==> src/rtl/melody_pkg.sv <==
// ---------------------------------------------------------------------------
// melody_pkg
// Shared types and constants for the demo-melody sequencer.
//   state_t      : sequencer FSM states
//   NOTE_*       : 3-bit note codes sent to the tone generator (0 = rest)
//   rom_entry_t  : one melody ROM word {note[2:0], beats[2:0]}
//   SONG         : the 16-entry demo song
//   eff_beats()  : duration field with 0 promoted to 1 beat
// ---------------------------------------------------------------------------
package melody_pkg;

  typedef enum logic [2:0] {
    IDLE = 3'd0,
    LOAD = 3'd1,
    NOTE = 3'd2,
    GAP  = 3'd3,
    DONE = 3'd4
  } state_t;

  localparam logic [2:0] NOTE_REST = 3'd0;
  localparam logic [2:0] NOTE_C    = 3'd1;
  localparam logic [2:0] NOTE_D    = 3'd2;
  localparam logic [2:0] NOTE_E    = 3'd3;
  localparam logic [2:0] NOTE_F    = 3'd4;
  localparam logic [2:0] NOTE_G    = 3'd5;
  localparam logic [2:0] NOTE_A    = 3'd6;
  localparam logic [2:0] NOTE_B    = 3'd7;

  typedef struct packed {
    logic [2:0] note;
    logic [2:0] beats;
  } rom_entry_t;

  // E1 D1 C1 D1 E1 E1 E2 D1 D1 D2 E1 G1 G2 R1 E1 C2
  localparam rom_entry_t SONG [16] = '{
    '{NOTE_E,    3'd1}, '{NOTE_D, 3'd1}, '{NOTE_C, 3'd1}, '{NOTE_D, 3'd1},
    '{NOTE_E,    3'd1}, '{NOTE_E, 3'd1}, '{NOTE_E, 3'd2}, '{NOTE_D, 3'd1},
    '{NOTE_D,    3'd1}, '{NOTE_D, 3'd2}, '{NOTE_E, 3'd1}, '{NOTE_G, 3'd1},
    '{NOTE_G,    3'd2}, '{NOTE_REST, 3'd1}, '{NOTE_E, 3'd1}, '{NOTE_C, 3'd2}
  };

  // A zero-length note would make the duration counter underflow, so a
  // beats field of 0 plays as a single beat.
  function automatic logic [2:0] eff_beats(input logic [2:0] beats);
    return (beats == 3'd0) ? 3'd1 : beats;
  endfunction

endpackage

==> src/rtl/melody_sequencer_rom.sv <==
// ---------------------------------------------------------------------------
// melody_sequencer_rom
// Synchronous 16x6 read-only store of the demo song, one cycle of latency.
// Ports:
//   clk   : system clock
//   rst   : asynchronous active-low reset (clears the output word)
//   addr  : entry index to read
//   data  : registered ROM word {note, beats}
// ---------------------------------------------------------------------------
module melody_sequencer_rom
  import melody_pkg::*;
(
  input  logic       clk,
  input  logic       rst,
  input  logic [3:0] addr,
  output rom_entry_t data
);

  always_ff @(posedge clk or negedge rst) begin
    if (!rst) begin
      data <= '0;
    end else begin
      data <= SONG[addr];
    end
  end

endmodule

==> src/rtl/melody_sequencer.sv <==
// ---------------------------------------------------------------------------
// melody_sequencer
// Plays the stored demo melody note by note and holds `playing` high for the
// whole song so the downstream display FSM tracks start/stop with us.
// Any stop request (KEY2) or manual piano switch aborts back to IDLE.
//
// Build option: define MELODY_LOOP_EN to repeat the song until aborted
// (song_done then pulses at every wrap and DONE is never entered).
//
// Parameters:
//   BEAT_CYCLES : clock cycles per beat
//   GAP_CYCLES  : silent cycles between notes (0 behaves as 1)
//   SONG_LEN    : number of ROM entries played, 1..16
// Ports:
//   clk         : system clock
//   rst         : asynchronous active-low reset
//   start_n     : play pushbutton, active-low, asynchronous to clk
//   stop_n      : KEY2, active-low, already debounced and synchronous
//   piano_keys  : manual-play switches 17..11, any bit high aborts
//   playing     : high in LOAD/NOTE/GAP
//   note        : note code, non-zero only in NOTE
//   note_valid  : high in NOTE
//   note_idx    : index of the current ROM entry
//   song_done   : one-cycle pulse on normal completion
//
// state | meaning
// ------+----------------------------------------------------------
// IDLE  | waiting for a start press with no stop and no keys
// LOAD  | ROM word for idx is available; load the note duration
// NOTE  | note sounding; duration counter counts down to 0
// GAP   | silence between notes; gap counter counts down to 0
// DONE  | song finished; song_done pulses for this one cycle
// ---------------------------------------------------------------------------
module melody_sequencer
  import melody_pkg::*;
#(
  parameter int BEAT_CYCLES = 12500000,
  parameter int GAP_CYCLES  = 1250000,
  parameter int SONG_LEN    = 16
) (
  input  logic       clk,
  input  logic       rst,
  input  logic       start_n,
  input  logic       stop_n,
  input  logic [6:0] piano_keys,
  output logic       playing,
  output logic [2:0] note,
  output logic       note_valid,
  output logic [3:0] note_idx,
  output logic       song_done
);

  localparam int               CNT_W    = $clog2(7 * BEAT_CYCLES + 1);
  localparam logic [CNT_W-1:0] CNT_ONE  = CNT_W'(1);
  localparam logic [CNT_W-1:0] GAP_LOAD = (GAP_CYCLES == 0) ? '0 : CNT_W'(GAP_CYCLES - 1);
  localparam logic [3:0]       LAST_IDX = 4'(SONG_LEN - 1);

  state_t           state;
  logic [3:0]       idx;
  logic [CNT_W-1:0] cnt;
  logic [CNT_W-1:0] dur_load;
  logic [3:0]       rom_addr;
  rom_entry_t       rom_q;

  logic             sync1;
  logic             sync2;
  logic             hist;
  logic             start_evt;
  logic             abort;

  // Start button: two-flop synchronizer, a history flop for the falling
  // edge, and a registered event so the FSM only sees a clean 1-cycle pulse.
  always_ff @(posedge clk or negedge rst) begin
    if (!rst) begin
      sync1     <= 1'b1;
      sync2     <= 1'b1;
      hist      <= 1'b1;
      start_evt <= 1'b0;
    end else begin
      sync1     <= start_n;
      sync2     <= sync1;
      hist      <= sync2;
      start_evt <= ~sync2 & hist;
    end
  end

  assign abort = ~stop_n | (piano_keys != 7'd0);

  // The ROM address anticipates the index the FSM is about to load, so the
  // word for the new entry is already registered when LOAD is entered.
  always_comb begin
    rom_addr = idx;
    if (state == IDLE) begin
      rom_addr = 4'd0;
    end else if (state == GAP && cnt == '0) begin
      rom_addr = (idx == LAST_IDX) ? 4'd0 : idx + 4'd1;
    end
  end

  melody_sequencer_rom u_rom (
    .clk  (clk),
    .rst  (rst),
    .addr (rom_addr),
    .data (rom_q)
  );

  always_comb begin
    dur_load = CNT_W'(eff_beats(rom_q.beats)) * CNT_W'(BEAT_CYCLES) - CNT_ONE;
  end

  assign note_idx = idx;

  always_ff @(posedge clk or negedge rst) begin
    if (!rst) begin
      state      <= IDLE;
      idx        <= 4'd0;
      cnt        <= '0;
      playing    <= 1'b0;
      note       <= NOTE_REST;
      note_valid <= 1'b0;
      song_done  <= 1'b0;
    end else begin
      song_done <= 1'b0;
      if (state != IDLE && abort) begin
        state      <= IDLE;
        idx        <= 4'd0;
        cnt        <= '0;
        playing    <= 1'b0;
        note       <= NOTE_REST;
        note_valid <= 1'b0;
      end else begin
        case (state)
          IDLE: begin
            if (start_evt && stop_n && piano_keys == 7'd0) begin
              state   <= LOAD;
              idx     <= 4'd0;
              playing <= 1'b1;
            end
          end
          LOAD: begin
            cnt        <= dur_load;
            note       <= rom_q.note;
            note_valid <= 1'b1;
            state      <= NOTE;
          end
          NOTE: begin
            if (cnt == '0) begin
              cnt        <= GAP_LOAD;
              note       <= NOTE_REST;
              note_valid <= 1'b0;
              state      <= GAP;
            end else begin
              cnt <= cnt - CNT_ONE;
            end
          end
          GAP: begin
            if (cnt == '0) begin
              if (idx == LAST_IDX) begin
                song_done <= 1'b1;
`ifdef MELODY_LOOP_EN
                idx   <= 4'd0;
                state <= LOAD;
`else
                playing <= 1'b0;
                state   <= DONE;
`endif
              end else begin
                idx   <= idx + 4'd1;
                state <= LOAD;
              end
            end else begin
              cnt <= cnt - CNT_ONE;
            end
          end
          DONE: begin
            state <= IDLE;
          end
          default: begin
            state <= IDLE;
          end
        endcase
      end
    end
  end

endmodule

==> config.mk <==
export PLATFORM = sky130hd
export DESIGN_NAME = melody_sequencer
export DESIGN_NICKNAME = d
export VERILOG_FILES = /design/src/rtl/melody_pkg.sv /design/src/rtl/melody_sequencer_rom.sv /design/src/rtl/melody_sequencer.sv
export SDC_FILE = /design/constraint.sdc
export NUM_CORES = 1
export LEC_CHECK = 0
export BUFFER_PORTS_ARGS = -buffer_cell sky130_fd_sc_hd__buf_2
export CORE_MARGIN = 5
export CORE_UTILIZATION = 54
export DETAILED_ROUTE_END_ITERATION = 10
export PLACE_DENSITY = 0.73
export RECOVER_POWER = 50
export SYNTH_ARGS = -nofsm -noshare
export SYNTH_HDL_FRONTEND = slang
export SYNTH_SLANG_ARGS = --single-unit
==> constraint.sdc <==
create_clock -name clk -period 7.1 [get_ports clk]
set_input_delay 0.355 -clock clk [delete_from_list [all_inputs] [get_ports clk]]
set_output_delay 0.355 -clock clk [all_outputs]
set_load 0.05 [all_outputs]
==> results of run 1 <==
==> logic make-up (layout without fill, tap and decap cells) <==
| family | Yosys count | in the layout | synth area share (%) |
|---|---|---|---|
| multiplexers | 7 | 7 | 2.38 |
| AO/OA/AOI/OAI | 121 | 121 | 27.3 |
| buffers and inverters | 27 | 46 | 3.42 |
| flip-flops | 49 | 49 | 41.0 |
| adder cells (fa/ha/maj) | 9 | 9 | 3.75 |
| AND/OR/NAND/NOR | 123 | 123 | 22.2 |
==> routing by layer <==
layer | up-vias | track usage, %
li1 | 1313 | -
met2 | 107 | 37.1
met3 | 17 | 3.63
met1 | 1370 | 29.0
met4 | 0 | 9.35
met5 | - | 0
==> metrics by stage <==
stage | cells | area (um^2) | total power, W
6_report | 427 | 3250 | 0.000537
5_1_grt | 427 | 3250 | 0.000565
4_1_cts | 427 | 3250 | 0.000540
3_5_place_dp | 419 | 3170 | 0.000380
3_3_place_gp | 419 | 3170 | 0.000378
2_1_floorplan | 336 | 3000 | 0.000352
==> registers in the layout, indices dropped and copies added, names as in the netlist, 3 cells and up <==
register and flops:
note_idx 4, note 3, u_rom.data 5, state 3, cnt 27
==> cells in the final DEF (no fill, tap or decap), types with 4 or more instances in the layout <==
cell type,count
nor2_1,28
inv_1,15
o2bb2ai_1,4
o21a_1,4
nand4_1,4
buf_2,19
a311oi_1,4
nand2_1,26
ha_1,9
dfrtp_1,46
or4_1,4
nor4_1,7
clkbuf_8,5
o31ai_1,8
o21ai_0,41
a21oi_1,20
nor3_1,13
nand3_1,11
a32o_1,6
mux2i_1,6
a22o_1,10
nand2b_1,7
==> power breakdown <==
part           switching (W)  internal [W]  total (W)
clock network      0.0000927     0.0000685   0.000161
registers         0.00000388      0.000283   0.000287
logic              0.0000629     0.0000257  0.0000886
==> worst register-to-register path, cell delays in order, from the launching register on <==
cell     delay [ns]
dfrtp_1        0.45
nor4_1         0.62
nand4_1        0.57
nor3_1         0.87
a21oi_1        0.18
o21a_1         0.26
a32o_1         0.22
==> area by class of cell <==
class	count	area (um^2)	share of cell area (%)
multi-input combinational	260	1670	51.4
sequential	49	1230	37.9
timing repair buffer	23	118	3.62
tap	72	90.1	2.77
clock buffer	6	72.6	2.24
inverter	15	56.3	1.73
clock inverter	2	10.0	0.308
==> path summary, 6_finish.rpt <==
kind                               from       to  cells after the start
worst max-delay path             cnt[7]  note[1]                      6
worst min-delay path            start_n    sync1                      1
worst max register to register   cnt[7]  note[1]                      6
worst min register to register    sync1    sync2                      0
max in group asynchronous           rst   cnt[5]                      2
min in group asynchronous           rst   cnt[0]                      2
==> results.yml, run 1 <==
outcome:
  status: "finished with violations"
  violations: "capacitance limit, slew limit"
die:
  die_area_um2: 7150
  fp.dieH_um: 84.6
  die_w_um: 84.6
  start_util_pct: 55.2
  core_area_um2: 5440
  num_rows: 27
  num_io_pins: 21
worst_setup_path:
  cp_top_family: "simple AND/OR/NAND/NOR gates"
  cp.buffers_inverters: 0
  worstPathArrival_ns: 3.47
  slowest_stage: "nor3_1"
  critPathMaxFanout: 11
  path_class: "register to register"
  crit_required_ns: 7.29
  critical_path.cell_chain: "nor4_1 -> nand4_1 -> nor3_1 -> a21oi_1 -> o21a_1 -> a32o_1"
  max_stage_delay_ns: 0.87
  reg2reg_slack_ns: 3.82
  crit_path_end_kind: "register"
  worstSetupStartpointType: "register"
timing:
  slew_headroom_pct: -70.5
  tns_ns: 0
  worst_slew_pin_slew_ns: 2.56
  clock_skew_ns: 0.00472
  whs_ns: 0.148
  fmax_mhz: 305
  setup_viol: 0
  min_period_ns: 3.28
  rsz0062_at_grt: "false"
  final_max_slew_viol_count: 50
  finalHoldViolCount: 0
  finalCritPeriodShare_pct: 46.1
  layout_setup_ws_ns: 3.82
clock_network:
  cts-resized-gates: 0
  cts.sinks: 49
  cts_hold_buf: 0
  path_clk_slew_ns: 0.09
  cts_max_level: 2
  cts.path.max_buffers: 2
  cts_root_buf: "clkbuf_8"
  cts_setup_buffers: 0
  insertion_delay_ns: 0.30
  cts_tree: "yes"
  numCtsBuffers: 5
finish:
  num_antenna_cells: 0
  nFillCells: 490
  drive_above_1_share_pct: 12.4
  utilization_pct: 59.7
  final_nets: 374
  area_delta_synth_final_pct: 8.12
global_routing:
  grt_antenna_before_repair: 0
  grt_overflow: 0
  track_usage_pct: 22.4
  grt_start_max_net_pins: 50
  grt_pass1_wl_mm: 13.1
  grt_pass1_vias: 2756
yosys:
  synth_edf_count: 0
  yosys_warnings: 0
  async_flop_share_pct: 100
  mappedNetlistArea_um2: 3000
  ys_types: 59
  yosysMostFrequentCell: "dfrtp_1"
  synth_top_area_cell: "dfrtp_1"
  yosysSeqAreaShare_pct: 41.0
  netlist_instances: 336
  ys_ff_latch: 49
  synthTopCellsByCount: "46 x dfrtp_1, 41 x o21ai_0, 28 x nor2_1"
  netlist_top_cells_area: "dfrtp_1 38%, o21ai_0 6.8%, ha_1 3.8%"
  ys.flop_type: "dfrtp_1"
  syn_area_per_cell_um2: 8.94
  synth_top_area_share_pct: 38.3
  mappedNetlistNets: 356
routing:
  dr_total_vias: 2807
  drc: 0
  first_iter_violations: 339
  wire_per_inst_um: 18.0
  ant_nets: 0
  dr.pass1.iters: 5
  viasPerCell: 6.57
  dr_wl_met2_mm: 3.85
  wl_mm: 7.68
  met3_length_um: 371
  highest_layer: "met4"
  drt-met1-wl_mm: 3.30
run:
  maxCapViolations: 1
pwr:
  vdd_ir_drop_max_mv: 0.0843
  power.leakage_nw: 1.42
  powerDensity_nw_per_um2: 165
placement:
  globalplace.congestion: 0.932
  placement.io_buffers: 20
  place_hpwl_mm: 5.52
  place_ws_ns: 3.94
min_path:
  min_path_type: "input port to register"
No activity file was read; power rests on OpenSTA's default activity.
==> run 2: changes to the inputs <==
--- a/config.mk
+++ b/config.mk
@@ -9,7 +9,7 @@
 export CORE_MARGIN = 5
 export CORE_UTILIZATION = 54
 export DETAILED_ROUTE_END_ITERATION = 10
-export PLACE_DENSITY = 0.73
+export PLACE_DENSITY = 0.75
 export RECOVER_POWER = 50
 export SYNTH_ARGS = -nofsm -noshare
 export SYNTH_HDL_FRONTEND = slang
==> constraint.sdc (replaced) <==
create_clock -name clk -period 2.6 [get_ports clk]
set_input_delay 0.13 -clock clk [delete_from_list [all_inputs] [get_ports clk]]
set_output_delay 0.13 -clock clk [all_outputs]
set_load 0.05 [all_outputs]
==> run 2 against run 1 <==
  * Cell count up 9.8%
  * Clock skew up 0.012 ns
  * Fmax up 30%
  * Sequential power rose to 2.7 times the previous value
  * Critical path depth unchanged
  * Register-to-register slack worse by 3.7 ns
  * The flow now finishes without violations
  * Sequential cell count unchanged
  * Count of clock-buffer cells in the layout unchanged
==> results.yml, run 2 (same netlist as run 1, synthesis figures left out) <==
finish:
  seq_area_um2: 1230
  most-common-layout-cells: "45 x dfrtp_1, 44 x buf_4, 41 x o21ai_0"
  nFillCells: 462
  multi_input_area_um2: 1710
  drive_above_1_share_pct: 24.9
  area_delta_synth_final_pct: 21.0
  regMostFlops: "cnt"
  final_common_cell: "dfrtp_1"
  num_antenna_cells: 0
  final_area_um2: 3630
  largest_reg_flops: 27
  final_nets: 416
timing:
  final_max_slew_viol_count: 0
  min_period_ns: 2.52
  tns_ns: 0
  layout_setup_ws_ns: 0.0828
  fmax_mhz: 397
  finalCritPeriodShare_pct: 96.8
  finalHoldViolCount: 0
  slew_headroom_pct: 28.0
  worst_slew_pin_slew_ns: 1.08
  clock_skew_ns: 0.0163
  setup_viol: 0
  whs_ns: 0.0182
min_path:
  min_path_type: "input port to async pin"
die:
  num_rows: 27
  die_w_um: 84.6
  core_area_um2: 5440
  die_area_um2: 7150
  start_util_pct: 55.2
  num_io_pins: 21
  fp.dieH_um: 84.6
routing:
  drc: 0
  dr_total_vias: 3015
  first_iter_violations: 310
  wl_mm: 8.13
  viasPerCell: 6.43
  wire_per_inst_um: 17.3
  dr.pass1.iters: 5
  ant_nets: 0
placement:
  globalplace.congestion: 0.932
  place_hpwl_mm: 5.89
  dpl-instance-area_um2: 3410
  place_ws_ns: -0.0458
  placement.io_buffers: 20
worst_setup_path:
  critical_path.cell_chain: "or3_4 -> nor3_2 -> or4b_4 -> or4_4 -> or4_4 -> a21oi_2"
  crit_path_start: "cnt[21]"
  path_class: "register to register"
  crit_path_end_kind: "register"
  slowest_stage: "or4b_4"
  crit_required_ns: 2.83
  worstSetupStartpointType: "register"
  critPathMaxFanout: 3
  worstPathArrival_ns: 2.75
  max_stage_delay_ns: 0.49
  cp_common_cell: "or4_4"
  reg2reg_from: "cnt[21]"
clock_network:
  cts.sinks: 49
  cts_tree: "yes"
  cts_root_buf: "clkbuf_8"
  insertion_delay_ns: 0.31
  path_clk_slew_ns: 0.10
  cts_max_level: 2
  numCtsBuffers: 5
  cts.path.max_buffers: 2
pwr:
  vdd_ir_drop_max_mv: 0.481
  power.leakage_nw: 1.65
  powerDensity_nw_per_um2: 454
global_routing:
  grt_antenna_before_repair: 0
  grt_start_max_net_pins: 50
  grt_pass1_vias: 2904
  grt_pass1_wl_mm: 13.6
  grt_overflow: 0
  track_usage_pct: 23.0
outcome:
  status: "complete, no violations"
run:
  maxCapViolations: 0
-- run 2: critical path: cells and delay by family (launching register included) --
family / cells / cell delay [ns]
and+or+nand+nor: 5 / 1.90
DFF: 1 / 0.41
AOI/OAI and AO/OA: 1 / 0.14
-- run 2: layout make-up --
| class | instances | area share (%) |
|---|---|---|
| sequential | 49 | 33.9 |
| multi-input combinational | 260 | 47.0 |
| clock buffer | 6 | 2.00 |
| timing repair buffer | 65 | 12.1 |
| clock inverter | 2 | 0.964 |
| tap | 72 | 2.48 |
| inverter | 15 | 1.55 |
-- run 2: power by group --
part	total, W	switching [W]	leakage [nW]	internal, W
Clock	0.000550	0.000263	0.0552	0.000286
Combinational	0.000315	0.000189	0.943	0.000125
Sequential	0.000785	0.0000112	0.654	0.000774
-- run 2: per-stage QoR --
| stage | total power [W] | instances | util [%] |
|---|---|---|---|
| after CTS | 0.00164 | 462 | 65.2 |
| after floorplan | 0.000962 | 336 | - |
| final | 0.00165 | 469 | 66.8 |
| after global routing | 0.00171 | 469 | 66.8 |
| after detailed placement | 0.00109 | 451 | 62.7 |
| after global placement | 0.00109 | 451 | 62.7 |
-- run 2: path summary, 6_finish.rpt --
check                           end  slack, ns  cells past startpoint
setup / recovery            cnt[26]       0.08                      6
hold / removal               cnt[1]       0.02                      1
setup reg to reg            cnt[26]       0.08                      6
hold reg to reg               sync2       0.37                      0
max in group asynchronous   cnt[11]       1.85                      1
min in group clk           state[2]       0.33                      4
-- run 2: metal layers --
layer | vias to the layer above | wire length (um) | global-route usage, %
li1 | 1388 | - | -
met1 | 1447 | 3280 | 29.5
met2 | 148 | 3960 | 38.2
met3 | 32 | 670 | 4.61
met4 | 0 | 219 | 8.63
met5 | - | 0 | 0
-- run 2: repair_timing --
action | CTS | global route
buffers inserted | 2 | 7
resized for setup | 2 | 11
hold endpoints to repair | 1 | 0
hold buffers | 1 | 0
endpoints found under the setup margin | 6 | 13
pin swaps | 2 | 5
